<file path="config.mk">
export PLATFORM = sky130hd
export DESIGN_NAME = mem_stage_flat
export DESIGN_NICKNAME = d
export VERILOG_FILES = /design/src/rtl/mem_stage_pkg.sv /design/src/rtl/mem_stage_if.sv /design/src/rtl/mem_stage_load_align.sv /design/src/rtl/mem_stage.sv /design/src/flat_wrapper.sv
export SDC_FILE = /design/constraint.sdc
export NUM_CORES = 1
export LEC_CHECK = 0
export BUFFER_PORTS_ARGS = -buffer_cell sky130_fd_sc_hd__buf_2
export CORE_AREA = 2 2 168 170
export DETAILED_ROUTE_END_ITERATION = 7
export DIE_AREA = 0 0 170 172
export PLACE_DENSITY = 0.63
export SYNTH_ARGS = -nofsm -noshare
export SYNTH_HDL_FRONTEND = slang
export SYNTH_SLANG_ARGS = --single-unit
</file>
<file path="constraint.sdc">
create_clock -name clk -period 4.87 [get_ports clk]
set_clock_uncertainty 0.15 [all_clocks]
set_input_delay 0.974 -clock clk [delete_from_list [all_inputs] [get_ports clk]]
set_output_delay 0.974 -clock clk [all_outputs]
set_load 0.02 [all_outputs]
</file>
<file path="src/rtl/mem_stage_pkg.sv">
// Shared definitions for the MEM pipeline stage: bus widths, stall encoding,
// load/store opcodes and the packed layouts of the inter-stage buses.
package mem_stage_pkg;

   localparam int EX_TO_MEM_WD = 148;
   localparam int MEM_TO_WB_WD = 137;
   localparam int MEM_TO_ID_WD = 104;
   localparam int STALL_BUS_WD = 6;

   localparam logic STOP    = 1'b1;
   localparam logic NO_STOP = 1'b0;
   localparam int   STALL_MEM = 3;
   localparam int   STALL_WB  = 4;

   localparam logic [5:0] OP_LB  = 6'b100000;
   localparam logic [5:0] OP_LBU = 6'b100100;
   localparam logic [5:0] OP_LH  = 6'b100001;
   localparam logic [5:0] OP_LHU = 6'b100101;
   localparam logic [5:0] OP_LW  = 6'b100011;
   localparam logic [5:0] OP_SH  = 6'b101001;
   localparam logic [5:0] OP_SW  = 6'b101011;

   typedef struct packed {
      logic [31:0] pc;
      logic        sram_en;
      logic [3:0]  sram_wen;
      logic        sel_rf_res;
      logic        hi_we;
      logic        lo_we;
      logic        rf_we;
      logic [4:0]  rf_waddr;
      logic [5:0]  ld_st_op;
      logic [31:0] ex_result;
      logic [31:0] hi;
      logic [31:0] lo;
   } ex_to_mem_t;

   typedef struct packed {
      logic        rf_we;
      logic [4:0]  rf_waddr;
      logic [31:0] rf_wdata;
      logic        hi_we;
      logic        lo_we;
      logic [31:0] hi;
      logic [31:0] lo;
   } mem_to_id_t;

   typedef struct packed {
      logic [31:0] pc;
      mem_to_id_t  wb;
   } mem_to_wb_t;

   // Word accesses need addr[1:0]==0, halfword accesses need addr[0]==0.
   function automatic logic is_misaligned(input logic [5:0] op, input logic [1:0] addr);
      logic res;
      res = 1'b0;
      if (op == OP_LW || op == OP_SW)
         res = (addr != 2'b00);
      else if (op == OP_LH || op == OP_LHU || op == OP_SH)
         res = addr[0];
      return res;
   endfunction

endpackage

</file>
<file path="src/rtl/mem_stage_if.sv">
// Bus bundle between the MEM stage and its neighbours (EX, WB, ID, data SRAM).
interface mem_stage_if;
   import mem_stage_pkg::*;

   logic [STALL_BUS_WD-1:0] stall;
   logic [EX_TO_MEM_WD-1:0] ex_to_mem_bus;
   logic [31:0]             data_sram_rdata;
   logic [MEM_TO_WB_WD-1:0] mem_to_wb_bus;
   logic [MEM_TO_ID_WD-1:0] mem_to_id_bus;
   logic                    mem_excp;

   modport master (
      output stall, ex_to_mem_bus, data_sram_rdata,
      input  mem_to_wb_bus, mem_to_id_bus, mem_excp
   );

   modport slave (
      input  stall, ex_to_mem_bus, data_sram_rdata,
      output mem_to_wb_bus, mem_to_id_bus, mem_excp
   );
endinterface

</file>
<file path="src/rtl/mem_stage_load_align.sv">
// Combinational load data extraction: selects byte/half/word from the read
// word by address low bits and applies sign or zero extension.
module load_align
   import mem_stage_pkg::*;
(
   input  logic [5:0]  op,
   input  logic [1:0]  addr,
   input  logic [31:0] word,
   output logic [31:0] data
);

   logic [31:0] shifted;
   logic [7:0]  byte_v;
   logic [15:0] half_v;

   always_comb begin
      shifted = word >> {addr, 3'b000};
      byte_v  = shifted[7:0];
      half_v  = addr[1] ? word[31:16] : word[15:0];
      data    = word;
      case (op)
         OP_LB:   data = {{24{byte_v[7]}}, byte_v};
         OP_LBU:  data = {24'h0, byte_v};
         OP_LH:   data = {{16{half_v[15]}}, half_v};
         OP_LHU:  data = {16'h0, half_v};
         default: data = word;
      endcase
   end

endmodule

</file>
<file path="src/rtl/mem_stage.sv">
// MEM pipeline stage: input register, load-data buffer for stalls, load
// extraction and forwarding. Optional alignment check via MEM_ALIGN_CHK_EN.
module mem_stage
   import mem_stage_pkg::*;
(
   input  logic     clk,
   input  logic     rst,
   mem_stage_if.slave mif
);

   ex_to_mem_t  in_reg;
   logic [31:0] rdata_buf_reg;
   logic        buf_valid_reg;

   logic        in_load;
   logic        is_read;
   logic [31:0] word;
   logic [31:0] load_data;
   logic [31:0] rf_wdata;
   logic        excp;
   mem_to_id_t  id_out;
   mem_to_wb_t  wb_out;

   // The register changes (instruction or bubble) unless both MEM and WB stop.
   assign in_load = (mif.stall[STALL_MEM] == NO_STOP) || (mif.stall[STALL_WB] == NO_STOP);
   assign is_read = in_reg.sram_en && (in_reg.sram_wen == 4'h0);

   always_ff @(posedge clk) begin
      if (rst) begin
         in_reg        <= '0;
         rdata_buf_reg <= 32'h0;
         buf_valid_reg <= 1'b0;
      end else begin
         if (mif.stall[STALL_MEM] == NO_STOP)
            in_reg <= ex_to_mem_t'(mif.ex_to_mem_bus);
         else if (mif.stall[STALL_WB] == NO_STOP)
            in_reg <= '0;

         // SRAM data is only valid in the first MEM cycle; keep it for a stall.
         if (in_load) begin
            buf_valid_reg <= 1'b0;
         end else if (is_read && !buf_valid_reg) begin
            rdata_buf_reg <= mif.data_sram_rdata;
            buf_valid_reg <= 1'b1;
         end
      end
   end

   assign word = buf_valid_reg ? rdata_buf_reg : mif.data_sram_rdata;

   load_align u_load_align (
      .op   (in_reg.ld_st_op),
      .addr (in_reg.ex_result[1:0]),
      .word (word),
      .data (load_data)
   );

   assign rf_wdata = in_reg.sel_rf_res ? load_data : in_reg.ex_result;

`ifdef MEM_ALIGN_CHK_EN
   assign excp = is_misaligned(in_reg.ld_st_op, in_reg.ex_result[1:0]);
`else
   assign excp = 1'b0;
`endif

   always_comb begin
      id_out.rf_we    = in_reg.rf_we & ~excp;
      id_out.rf_waddr = in_reg.rf_waddr;
      id_out.rf_wdata = rf_wdata;
      id_out.hi_we    = in_reg.hi_we;
      id_out.lo_we    = in_reg.lo_we;
      id_out.hi       = in_reg.hi;
      id_out.lo       = in_reg.lo;
      wb_out.pc       = in_reg.pc;
      wb_out.wb       = id_out;
   end

   assign mif.mem_to_id_bus = id_out;
   assign mif.mem_to_wb_bus = wb_out;
   assign mif.mem_excp      = excp;

endmodule

</file>
<file path="src/flat_wrapper.sv">
// flat-port wrapper written by rule: the top's interface ports become plain ports
module mem_stage_flat import mem_stage_pkg::*;
  (clk, rst, mif_stall, mif_ex_to_mem_bus, mif_data_sram_rdata, mif_mem_to_wb_bus, mif_mem_to_id_bus, mif_mem_excp);
  mem_stage_if mif_i ();
  input  logic clk;
  input  logic rst;
  input wire logic [$bits(mif_i.stall)-1:0] mif_stall;
  input wire logic [$bits(mif_i.ex_to_mem_bus)-1:0] mif_ex_to_mem_bus;
  input wire logic [$bits(mif_i.data_sram_rdata)-1:0] mif_data_sram_rdata;
  output wire logic [$bits(mif_i.mem_to_wb_bus)-1:0] mif_mem_to_wb_bus;
  output wire logic [$bits(mif_i.mem_to_id_bus)-1:0] mif_mem_to_id_bus;
  output wire logic [$bits(mif_i.mem_excp)-1:0] mif_mem_excp;
  assign mif_i.stall = mif_stall;
  assign mif_i.ex_to_mem_bus = mif_ex_to_mem_bus;
  assign mif_i.data_sram_rdata = mif_data_sram_rdata;
  assign mif_mem_to_wb_bus = mif_i.mem_to_wb_bus;
  assign mif_mem_to_id_bus = mif_i.mem_to_id_bus;
  assign mif_mem_excp = mif_i.mem_excp;
  mem_stage u_core (.clk(clk), .rst(rst), .mif(mif_i));
endmodule
</file>
==> out/summary.txt <==
Setup TNS: 0 ns
CTS H-tree depth: 4
Hold_buf cts: 0
Sw power: 1.07 mW
Sw Ratio: 29.8%
Synthesized area: 8540 µm²
Share of cells above drive strength 1: 47.5%
Synth area leader: dfxtp_1
Leak: 5.08 nW
CTS sink cnt: 181
Combinational share of power: 15.7%
Die Ht: 172 µm
Arrival time worst endpoint: 3.02 ns
Global-route wire length before repair: 35.6 mm
Hold crit path type: register to register
Synth top area share: 42.4%
Largest net degree at the start of global routing: 149
Final HPWL DP: 18.3 mm
Final GP Congestion: 0.827
CTS tree: done
Hold Fails Final Rpt: 0
RR Startpoint: u_core.buf_valid_reg
Die width: 170 µm
Setup slack after layout: 0.726 ns
Internal power: 2.52 mW
Type of destination of the critical path: output port
Clock power share: 39.8%
Cell Pwr Density: 359 nW/µm²
Drt total wl: 25.1 mm
Initial antenna violation count: 5
Max Freq: 241 MHz
DRT iter0 DRCs: 440
CP max FO: 21
Total power: 3.59 mW
Library cells used by synthesis: 37
Buffers from clock root to sink, at most: 2
Syn Area/Cell: 10.2 µm²
Input/output buffers: 423
WS Path Type: register to output port
GRT overflow: 0
Starting Density: 31.1%
Post-CTS Setup Inserts: 0
Total Nets Final: 1209
Final setup viols: 0
Post-route DRC: 0
Cells after synthesis: 839
Routed len/inst: 18.2 µm
RSZ-0062 raised after global routing: false
Worst-path clk slew: 0.07 ns
Largest cells by area after synthesis: dfxtp_1 (42%), buf_4 (18%), a22o_1 (15%)
Actual slew at the worst max-slew pin: 1.04 ns
Synth Register Bits: 181
P&R area growth vs syn: 16.9%
Worst EP required: 3.75 ns
Hold_sp: u_core.mif.mem_to_wb_bus[125]
Vias in the first global route: 6022
Critical Path Start: u_core.in_reg[65]
Site Rows: 61
DRT Pass-1 Iters: 4
Dpl ws: 1.08 ns
Max Cap Violations: 0
Status: finished, final reports clean
Vias: 6598
Max rail drop VDD: 0.190 mV
Routed vias/inst: 4.77
Root buffer cell: clkbuf_16
ANT nets after route: 0
CP startpoint kind: register
Register area share after synthesis: 42.4%
Core area: 27500 µm²
All-layer global routing usage: 16.1%
Yosys warning count: 0
Commonest non-fill, non-tap cell in the layout: buf_2
Max-slew violations: 0
Final Cycle Share: 85.1%
Die area: 29200 µm²
Largest register FFs: 72
Commonest non-fill, non-tap cells in the layout: buf_2 (423), dfxtp_1 (180), a22o_1 (147), mux2i_1 (58), nor2_1 (42)
I/O pin count: 430
Final min period: 4.14 ns
Relative max-transition margin: 30.5%
Fin util: 36.3%
Seq pwr share: 44.5%
Worst-skew pair later-pin latency: 0.43 ns
CTS resizes: 0
CTS Buf Count: 17
kinds of logic (layout without fill, tap and decap cells):
| family | count (synthesis) | in the layout | synth area share [%] |
|---|---|---|---|
| other cells | 1 | 5 | 0.0439 |
| buf+inv | 273 | 467 | 21.5 |
| mux | 74 | 74 | 10.1 |
| simple gates | 88 | 88 | 4.86 |
| flops | 181 | 181 | 42.4 |
| compound gates | 222 | 222 | 21.1 |
layer usage:
| layer | up-vias | GRT usage [%] | wire, µm |
|---|---|---|---|
| met5 | - | 0 | 7 |
| met2 | 268 | 26.5 | 12100 |
| met4 | 2 | 4.68 | 342 |
| li1 | 3180 | - | - |
| met1 | 3131 | 21.2 | 11200 |
| met3 | 17 | 3.43 | 1460 |
Yosys cell counts, drive strengths merged:
master	instances
nor2b	3
mux2	7
buf	225
a221o	7
a21oi	9
clkbuf	45
nand3b	6
or3	2
nand2	15
a21o	1
o22a	6
inv	3
nand4	1
a22o	148
mux4	9
a221oi	1
nor4b	1
nand2b	1
nor3	13
dfxtp	181
nor2	44
mux2i	58
or4b	1
o221ai	1
conb	1
a31oi	8
a211o	10
nor4	1
o21ai	31
power by group through the flow:
stage	clock [mW]	sequential [mW]	combinational, mW
finish	1.43	1.59	0.563
global route	1.54	1.60	0.606
CTS	1.47	1.59	0.567
detailed placement	0	1.63	0.566
global placement	0	1.63	0.562
floorplan	0	1.61	0.463
metrics by stage:
step	std cells	hold WS [ns]	area (µm²)
detailed placement	1348	0.303	9380
finish	1383	0.323	9980
global route	1380	0.340	9970
floorplan	840	0.287	8540
global placement	1348	0.300	9380
CTS	1380	0.325	9970
final timing paths:
| check | endpoint | slack [ns] | cells past startpoint |
|---|---|---|---|
| max | mif_mem_to_id_bus[97] | 0.73 | 5 |
| max reg2reg | u_core.rdata_buf_reg[8] | 2.80 | 5 |
| min | u_core.mif.mem_to_wb_bus[125] | 0.32 | 1 |
| min reg2reg | u_core.mif.mem_to_wb_bus[125] | 0.32 | 1 |
critical path, cell delays in order, from the launching register on:
cell and delay, ns:
dfxtp_1 1.01, mux4_2 0.66, o21ai_0 0.16, a21oi_2 0.22, a211o_1 0.37, buf_2 0.18
cell type report:
type | instances | area [µm²]
timing repair buffer | 432 | 2200
sequential | 181 | 3620
tap | 346 | 433
clock buffer | 19 | 443
inverter | 3 | 11.3
multi-input combinational | 386 | 3110
antenna | 3 | 7.51
clock inverter | 13 | 153
fill | 2774 | 17500
No activity file was read; power rests on OpenSTA's default activity.
